`src/rtl/gen3_descrambler8.sv`:
```
// Per-lane Gen3 128b/130b receive descrambler, one symbol per clock.
// Tracks block framing from sync headers and keeps the 23-bit LFSR in step with the transmitter.
module gen3_descrambler8 #(
  parameter logic [22:0] LFSR_SEED = 23'h1DBFBC,
  parameter logic [7:0]  SKP_SYM   = 8'hAA,
  parameter logic [7:0]  EIEOS_SYM = 8'h00
) (
  input  logic        clk_i,
  input  logic        rst_i,
  input  logic        valid_i,
  input  logic [7:0]  data_i,
  input  logic        block_start_i,
  input  logic [1:0]  sync_hdr_i,
  input  logic        descramble_enable_i,
  output logic        valid_o,
  output logic [7:0]  data_o,
  output logic        block_start_o,
  output logic        is_os_o,
  output logic        sync_err_o,
  output logic [22:0] lfsr_o
);

  localparam int unsigned LFSR_W   = 23;
  localparam int unsigned CNT_W    = 5;
  localparam int unsigned BLK_LEN  = 16;
  localparam logic [LFSR_W-1:0] LFSR_POLY = 23'h210125;
  localparam logic [CNT_W-1:0]  CNT_MAX   = '1;

  typedef enum logic [2:0] {
    ST_UNALIGNED,
    ST_DATA,
    ST_OS,
    ST_SKP,
    ST_BAD
  } state_t;

  state_t             state_q, state_d, sym_st;
  logic [CNT_W-1:0]   cnt_q, cnt_d;
  logic               eieos_q, eieos_d;
  logic [LFSR_W-1:0]  lfsr_q, lfsr_d;
  logic [LFSR_W-1:0]  lfsr_adv;
  logic [7:0]         keystream;
  logic               reseed;
  logic               skp_len_ok;
  logic               valid_d, block_start_d, is_os_d, sync_err_d;
  logic [7:0]         data_d;

  // Eight serial LFSR steps; returns {keystream byte (bit i = step i), advanced state}.
  function automatic logic [LFSR_W+7:0] lfsr_byte(input logic [LFSR_W-1:0] l);
    logic [LFSR_W-1:0] s;
    logic [7:0]        ks;
    s  = l;
    ks = '0;
    for (int i = 0; i < 8; i++) begin
      ks[i] = s[LFSR_W-1];
      s     = {s[LFSR_W-2:0], 1'b0} ^ ({LFSR_W{ks[i]}} & LFSR_POLY);
    end
    return {ks, s};
  endfunction

  assign {keystream, lfsr_adv} = lfsr_byte(lfsr_q);
  assign skp_len_ok = (cnt_q[1:0] == 2'b00) && (cnt_q >= CNT_W'(8)) && (cnt_q <= CNT_W'(24));

  always_ff @(posedge clk_i or posedge rst_i) begin
    if (rst_i) begin
      state_q       <= ST_UNALIGNED;
      cnt_q         <= '0;
      eieos_q       <= 1'b0;
      lfsr_q        <= LFSR_SEED;
      valid_o       <= 1'b0;
      data_o        <= '0;
      block_start_o <= 1'b0;
      is_os_o       <= 1'b0;
      sync_err_o    <= 1'b0;
    end else begin
      state_q       <= state_d;
      cnt_q         <= cnt_d;
      eieos_q       <= eieos_d;
      lfsr_q        <= lfsr_d;
      valid_o       <= valid_d;
      data_o        <= data_d;
      block_start_o <= block_start_d;
      is_os_o       <= is_os_d;
      sync_err_o    <= sync_err_d;
    end
  end

  always_comb begin
    state_d       = state_q;
    cnt_d         = cnt_q;
    eieos_d       = eieos_q;
    lfsr_d        = lfsr_q;
    sym_st        = state_q;
    reseed        = 1'b0;
    valid_d       = valid_i;
    data_d        = data_i;
    block_start_d = 1'b0;
    is_os_d       = 1'b0;
    sync_err_d    = 1'b0;

    if (valid_i) begin
      block_start_d = block_start_i;
      // Symbol 15 of an EIEOS reseeds, even if a new block starts on that slot.
      reseed = descramble_enable_i && (state_q == ST_OS) && eieos_q && (cnt_q == CNT_W'(15));

      if (block_start_i) begin
        if (((state_q == ST_DATA) || (state_q == ST_OS)) && (cnt_q != CNT_W'(BLK_LEN)))
          sync_err_d = 1'b1;
        if ((state_q == ST_SKP) && !skp_len_ok)
          sync_err_d = 1'b1;
        unique case (sync_hdr_i)
          2'b10:   sym_st = ST_DATA;
          2'b01:   sym_st = (data_i == SKP_SYM) ? ST_SKP : ST_OS;
          default: begin
            sym_st     = ST_BAD;
            sync_err_d = 1'b1;
          end
        endcase
        cnt_d   = CNT_W'(1);
        eieos_d = (sync_hdr_i == 2'b01) && (data_i == EIEOS_SYM);
      end else if (((state_q == ST_DATA) || (state_q == ST_OS)) &&
                   (cnt_q >= CNT_W'(BLK_LEN))) begin
        // Overlong block: framing is lost.
        sync_err_d = 1'b1;
        sym_st     = ST_UNALIGNED;
        cnt_d      = '0;
      end else if (((state_q == ST_DATA) || (state_q == ST_OS) || (state_q == ST_SKP)) &&
                   (cnt_q != CNT_MAX)) begin
        cnt_d = cnt_q + CNT_W'(1);
      end

      state_d = sym_st;
      unique case (sym_st)
        ST_DATA: begin
          if (descramble_enable_i) begin
            data_d = data_i ^ keystream;
            lfsr_d = lfsr_adv;
          end
        end
        ST_OS: begin
          is_os_d = 1'b1;
          if (descramble_enable_i)
            lfsr_d = lfsr_adv;
        end
        ST_SKP:  is_os_d = 1'b1;
        default: ;
      endcase

      if (reseed)
        lfsr_d = LFSR_SEED;
    end
  end

  assign lfsr_o = lfsr_q;

endmodule

```
`config.mk`:
```
export PLATFORM = sky130hd
export DESIGN_NAME = gen3_descrambler8
export DESIGN_NICKNAME = d
export VERILOG_FILES = /design/src/rtl/gen3_descrambler8.sv
export SDC_FILE = /design/constraint.sdc
export NUM_CORES = 1
export LEC_CHECK = 0
export CAP_MARGIN = 20
export CORE_ASPECT_RATIO = 0.9
export CORE_UTILIZATION = 30
export DETAILED_ROUTE_END_ITERATION = 8
export PLACE_DENSITY = 0.61
export RECOVER_POWER = 50
export SLEW_MARGIN = 15
export SYNTH_ARGS = -nofsm -noshare
export SYNTH_HDL_FRONTEND = slang
export SYNTH_SLANG_ARGS = --single-unit
```
`constraint.sdc`:
```
create_clock -name clk_i -period 2.49 [get_ports clk_i]
set_input_delay 0.498 -clock clk_i [delete_from_list [all_inputs] [get_ports clk_i]]
set_output_delay 0.498 -clock clk_i [all_outputs]
set_load 0.01 [all_outputs]
```
==> flow_metrics.tcl, run 1 <==
set metrics [dict create \
    htreeDepth 2 \
    synth_compound_area_share_pct 18.1 \
    fin_crit_ns 2.36 \
    drtAntennaViolNets 0 \
    layout.nets 305 \
    grt_pass1_wl_um 9450 \
    p_int_w 0.00273 \
    core_area_sq_mm 0.00818 \
    io_pins 50 \
    start_util_pct 31.5 \
    wl_per_cell_um 14.2 \
    maxSlewHeadroom_pct 26.9 \
    seqPwrFrac_pct 29.7 \
    insertion_delay_ns 0.29 \
    synth_top_area_cell "dfrtp_1" \
    yosysUniqueCellTypes 51 \
    max_freq_mhz 424 \
    track_usage_pct 13.3 \
    timing_hold_violations_final 0 \
    required_ns 2.72 \
    rsz0062_at_grt "false" \
    antenna_found_initial 0 \
    path_class "input port to flip-flop" \
    reg2regPathDepth 8 \
    synth_seq_cells 44 \
    powerDensity_mw_per_mm2 1330 \
    drt-total-wl_um 5660 \
    n_antenna_cell 0 \
    dr_total_vias 1826 \
    avgSynthCellArea_sq_um 11.9 \
    synthAdderAreaFrac_pct 2.91 \
    finClkSkew_ns 0.00590 \
    crit_path_max_fanout 23 \
    grt-ovfl-total 0 \
    synthFlopType "dfrtp_1" \
    slew_violations 0 \
    drc 0 \
    post-dp-hpwl_um 4160 \
    synth_top_family_by_area "XOR/XNOR gates" \
    yosysSeqAreaShare_pct 43.5 \
    syn_area_sq_mm 0.00258 \
    cts_made_buffers 5 \
    status "complete, no violations" \
    dieWidth_um 99.8 \
    final_common_cell "clkdlybuf4s50_1" \
    grt_max_degree 45 \
    hold_path.class "flip-flop to flip-flop" \
    grt_pass1_vias 1878 \
    cts_tree "done" \
    min_period_over_period_pct 94.6 \
    syn_inst 216 \
    end_kind "flip-flop" \
    drive_above_1_share_pct 26.7 \
    synth.area.top_cells "dfrtp_1 (27%), dfstp_2 (16%), a2bb2oi_2 (7.6%)" \
    worstPathArrival_ns 2.58 \
    p_sw_w 0.00182 \
    area_delta_synth_final_pct 33.1 \
    synth.top_cell.area_share_pct 27.2 \
    cts_root_buf "clkbuf_8" \
    io_buffers 49 \
    die-area_sq_mm 0.00898 \
    leakagePower_nw 1.41 \
    gp_congestion 0.771 \
    holdBufCountCts 0 \
    mostFrequentLayoutCells "clkdlybuf4s50_1 (34), dfrtp_1 (28), xor2_1 (22)" \
    max-cap-violations 0 \
    yosysWarningCount 0 \
    syn_nets 237 \
    pre_cts_slack_ns -0.235 \
    switching_share_pct 40.0 \
    drtIter0Drc 62 \
    synth-simple-area-share_pct 9.65 \
    clk_pin_slew_ns 0.09 \
    die_h_um 90.0 \
    rows 31 \
    cts.path.max_buffers 2 \
    start_kind "input port" \
    post_drt_via_cell_ratio 4.57 \
    setup_viol 0 \
    timing.final.ws_setup_ns 0.133 \
    synth_xor_area_share_pct 18.4 \
    combPwrFrac_pct 56.9 \
    pwr-share-clk_pct 13.3 \
    clock-sinks 44 \
    whs_path_depth 2 \
    first_pass_iters 4 \
    synth-edff-count 0 \
    synth_mux_area_share_pct 1.84 \
    finalPower_w 0.00456 \
    vdd_drop_max_v 0.000904 \
    ys_async_sr_fraction_pct 100 \
    tightest_slew_ns 1.10 \
]
==> power by group through the flow <==
stage | Combinational (W) | Clock [W] | Sequential [W]
after floorplan | 0.00178 | 0 | 0.00138
after global placement | 0.00258 | 0 | 0.00137
after detailed placement | 0.00261 | 0 | 0.00138
after CTS | 0.00263 | 0.000625 | 0.00137
after global routing | 0.00280 | 0.000652 | 0.00140
final | 0.00259 | 0.000607 | 0.00135
==> cell usage after synthesis, types with 2 or more instances <==
| master | n |
|---|---|
| o21ai_2 | 2 |
| and4_1 | 2 |
| xnor2_1 | 16 |
| xor2_1 | 22 |
| o21ai_0 | 3 |
| xnor2_4 | 2 |
| o211ai_1 | 2 |
| xor2_2 | 2 |
| dfstp_2 | 16 |
| buf_2 | 2 |
| buf_6 | 7 |
| xor2_4 | 2 |
| a21oi_1 | 2 |
| nor3_1 | 3 |
| ha_1 | 6 |
| nand2_1 | 10 |
| a22o_1 | 2 |
| inv_1 | 15 |
| a2bb2oi_2 | 13 |
| o22a_1 | 2 |
| dfrtp_1 | 28 |
| mux2_2 | 2 |
| nor4_1 | 3 |
| nand3_1 | 3 |
| nor2b_1 | 5 |
| nor2_1 | 12 |
| nand4_1 | 2 |
| o22ai_1 | 7 |
==> registers in the layout, summed over array words and instances (netlist names) <==
signal,count
lfsr_o,23
data_o,8
cnt_q,5
state_q,3
block_start_o,1
eieos_q,1
is_os_o,1
sync_err_o,1
valid_o,1
==> layout make-up <==
class                   instances  area, sq um
fillers                       779         4750
repair buffers                 70          667
inverters                      15         56.3
well taps                     115          144
multi-input cells             148         1320
clock inverters                 1         30.0
flip-flops and latches         44         1120
clock buffers                   7         96.3
==> worst paths after layout <==
path,slack [ns],to,start
setup / recovery,0.13,lfsr_o[16]$_DFFE_PP1P_,sync_hdr_i[0]
hold / removal,0.52,eieos_q$_DFFE_PP0P_,eieos_q$_DFFE_PP0P_
setup reg to reg,0.25,lfsr_o[3]$_DFFE_PP1P_,cnt_q[0]$_DFFE_PP0P_
hold reg to reg,0.52,eieos_q$_DFFE_PP0P_,eieos_q$_DFFE_PP0P_
max in group asynchronous,0.84,data_o[5]$_DFF_PP0_,rst_i
min in group asynchronous,0.98,valid_o$_DFF_PP0_,rst_i
==> worst max-delay path, stage by stage <==
cell and delay [ns]:
clkdlybuf4s50_1 0.48, inv_1 0.05, ha_1 0.30, mux2_4 0.27
nor3_1 0.24, o211ai_1 0.17, a31oi_4 0.19, buf_12 0.20
a2bb2oi_1 0.17
==> through the flow <==
stage	setup TNS [ns]	util (%)	hold slack, ns	cell area (sq um)	instances
global placement	-3.82	40.4	0.491	3310	392
CTS	0	42.0	0.524	3430	400
detailed placement	-5.43	40.4	0.503	3310	392
finish	0	42.0	0.524	3430	400
floorplan	0	-	0.470	2580	216
global route	0	42.0	0.554	3430	400
==> routing by layer <==
metal,global-route usage (%),vias to the layer above,part of all wire (%)
li1,-,887,-
met1,19.1,894,51
met2,20.7,40,45
met3,1.79,5,2.8
met4,4.04,0,1.0
met5,0,-,0
==> kinds of logic after synthesis <==
group | count (synthesis)
DFF | 44
adders and majority gates | 6
AOI/OAI and AO/OA | 47
buffers and inverters | 24
muxes | 4
xor gates and xnor gates | 44
and+or+nand+nor | 47
==> timing repair <==
item	CTS	global route
buffers inserted	0	0
endpoints found under the setup margin	0	30
gates resized for setup	0	3
Note: power is estimated with default switching activity, not from simulation.
==> inputs of run 2 (changes only) <==
- CTS_BUF_LIST: unset -> sky130_fd_sc_hd__clkbuf_2 sky130_fd_sc_hd__clkbuf_4 sky130_fd_sc_hd__clkbuf_8
- GPL_TIMING_DRIVEN: unset -> 0
==> run 2 against run 1 <==
Die area stayed put; sequential power is 4% lower; sequential share of layout area hardly changed; clock power is 24% lower; power is 3.9% lower; critical path type unchanged; largest cell class unchanged; highest routed layer unchanged.
==> flow_metrics.tcl, run 2 (synthesized netlist as in run 1, its figures left out) <==
set metrics [dict create \
    drive_above_1_share_pct 26.4 \
    leakagePower_nw 1.39 \
    n_antenna_cell 0 \
    start_util_pct 31.5 \
    path_class "input port to flip-flop" \
    place_inst 381 \
    drtAntennaViolNets 0 \
    finClkSkew_ns 0.00483 \
    rows 31 \
    final_common_cell "clkdlybuf4s50_1" \
    combPwrFrac_pct 59.7 \
    rsz0062_at_grt "false" \
    grt_pass1_wl_um 9890 \
    die-area_sq_mm 0.00898 \
    insertion_delay_ns 0.29 \
    reg2regPathDepth 9 \
    seqPwrFrac_pct 29.8 \
    post_drt_via_cell_ratio 4.67 \
    htreeDepth 2 \
    endpoint "lfsr_o[7]$_DFFE_PP1P_" \
    antenna_found_initial 0 \
    crit_path_max_fanout 5 \
    r2r-end "lfsr_o[3]$_DFFE_PP1P_" \
    worstPathArrival_ns 2.63 \
    num-fill-cells 787 \
    critPathSlowestCell "clkdlybuf4s50_1" \
    io_buffers 49 \
    regToRegSetupSlack_ns 0.26 \
    startpoint "sync_hdr_i[0]" \
    cp_cell_sequence "clkdlybuf4s50_1, inv_1, ha_4, nor2b_1, and4_1, o21ai_2, a31oi_4, bufbuf_16, a2bb2oi_2" \
    hold_path.class "flip-flop to flip-flop" \
    dieWidth_um 99.8 \
    min_period_over_period_pct 96.6 \
    pre_cts_slack_ns -0.385 \
    fin_util_pct 41.9 \
    track_usage_pct 14.0 \
    layout.nets 300 \
    clk_pin_slew_ns 0.08 \
    maxSlewHeadroom_pct 52.0 \
    end_kind "flip-flop" \
    grt_max_degree 29 \
    grt-ovfl-total 0 \
    grt_pass1_vias 1896 \
    setup_viol 0 \
    core_area_sq_mm 0.00818 \
    first_pass_iters 4 \
    post-dp-hpwl_um 4210 \
    dr_total_vias 1843 \
    required_ns 2.72 \
    p_int_w 0.00258 \
    drc 0 \
    tns_ns 0 \
    critical_path.max_stage_delay_ns 0.49 \
    timing_hold_violations_final 0 \
    timing.final.ws_setup_ns 0.0837 \
    fin_crit_ns 2.41 \
    die_h_um 90.0 \
    gp_congestion 0.764 \
    clock-sinks 44 \
    wl_per_cell_um 14.9 \
    start_kind "input port" \
    r2r_start "cnt_q[0]$_DFFE_PP0P_" \
    vdd_drop_max_v 0.000507 \
    largest_reg_flops 23 \
    instances_no_fill 395 \
    tightest_slew_ns 0.715 \
    status "complete, no violations" \
    powerDensity_mw_per_mm2 1280 \
    io_pins 50 \
    switching_share_pct 41.0 \
    cts_tree "done" \
    max-cap-violations 0 \
    drt-total-wl_um 5880 \
    cts_root_buf "clkbuf_8" \
    mostFrequentLayoutCells "clkdlybuf4s50_1 (35), dfrtp_1 (28), xor2_1 (22)" \
    max_freq_mhz 416 \
    pwr-share-clk_pct 10.5 \
    cts_made_buffers 5 \
    area_delta_synth_final_pct 32.9 \
    cts.path.max_buffers 2 \
    p_sw_w 0.00180 \
    slew_violations 0 \
    drtIter0Drc 75 \
]
## run 2: changes by cell type in the layout (fill, tap and decap cells not counted), sizes merged
cell | previous run | this run
bufinv | 1 | 0
buf | 19 | 14
clkbuf | 9 | 8
clkdlybuf4s50 | 34 | 35
clkinv | 0 | 1
dlygate4sd3 | 15 | 14
bufbuf | 0 | 1
## run 2: repair_timing
action	in CTS	in global routing
gates resized for setup	8	2
hold buffers	0	0
endpoints found under the setup margin	20	23
pin swaps	2	3
cloned	2	0
buffers inserted	4	0
## run 2: power groups by stage
stage | clock network, W | logic (W) | registers, W
4_1_cts | 0.000480 | 0.00265 | 0.00131
3_3_place_gp | 0 | 0.00256 | 0.00132
3_5_place_dp | 0 | 0.00260 | 0.00133
6_report | 0.000460 | 0.00261 | 0.00130
2_1_floorplan | 0 | 0.00178 | 0.00138
5_1_grt | 0.000508 | 0.00282 | 0.00135
## run 2: area by class of cell
class	instances	area, sq um	share of cell area [%]
tap	115	144	4.20
multi-input combinational	148	1350	39.5
clock inverter	1	5.00	0.146
sequential	44	1120	32.7
clock buffer	7	83.8	2.45
inverter	15	56.3	1.64
timing repair buffer	56	573	16.7
buffer	9	92.6	2.70
## run 2: metal layers
layer,up-vias,track usage [%],routed length [um]
met4,0,3.80,61
met5,-,0,0
met2,31,21.1,2660
met3,5,2.41,188
met1,926,20.6,2970
li1,881,-,-
## run 2: how the worst min path moves through the flow
stage | startpoint | end | depth (start not counted)
2_1_floorplan | eieos_q$_DFFE_PP0P_ | eieos_q$_DFFE_PP0P_ | 2
3_5_place_dp | eieos_q$_DFFE_PP0P_ | eieos_q$_DFFE_PP0P_ | 2
5_1_grt | lfsr_o[4]$_DFFE_PP1P_ | lfsr_o[4]$_DFFE_PP1P_ | 1
6_report | eieos_q$_DFFE_PP0P_ | eieos_q$_DFFE_PP0P_ | 2
4_1_cts | rst_i | lfsr_o[1]$_DFFE_PP0P_ | 2
3_3_place_gp | eieos_q$_DFFE_PP0P_ | eieos_q$_DFFE_PP0P_ | 2
## run 2: per-stage QoR
step	area (sq um)	hold WS, ns	total power [W]
CTS	3430	0.513	0.00444
global placement	3210	0.493	0.00388
global route	3430	0.549	0.00468
floorplan	2580	0.470	0.00316
detailed placement	3230	0.504	0.00393
finish	3430	0.522	0.00438
## run 2: worst max-delay path, delay by kind of cell
family,cells,cell delay [ns]
AOI/OAI and AO/OA,3,0.45
buffers and inverters,3,0.88
adders and majority gates,1,0.25
and+or+nand+nor,2,0.56
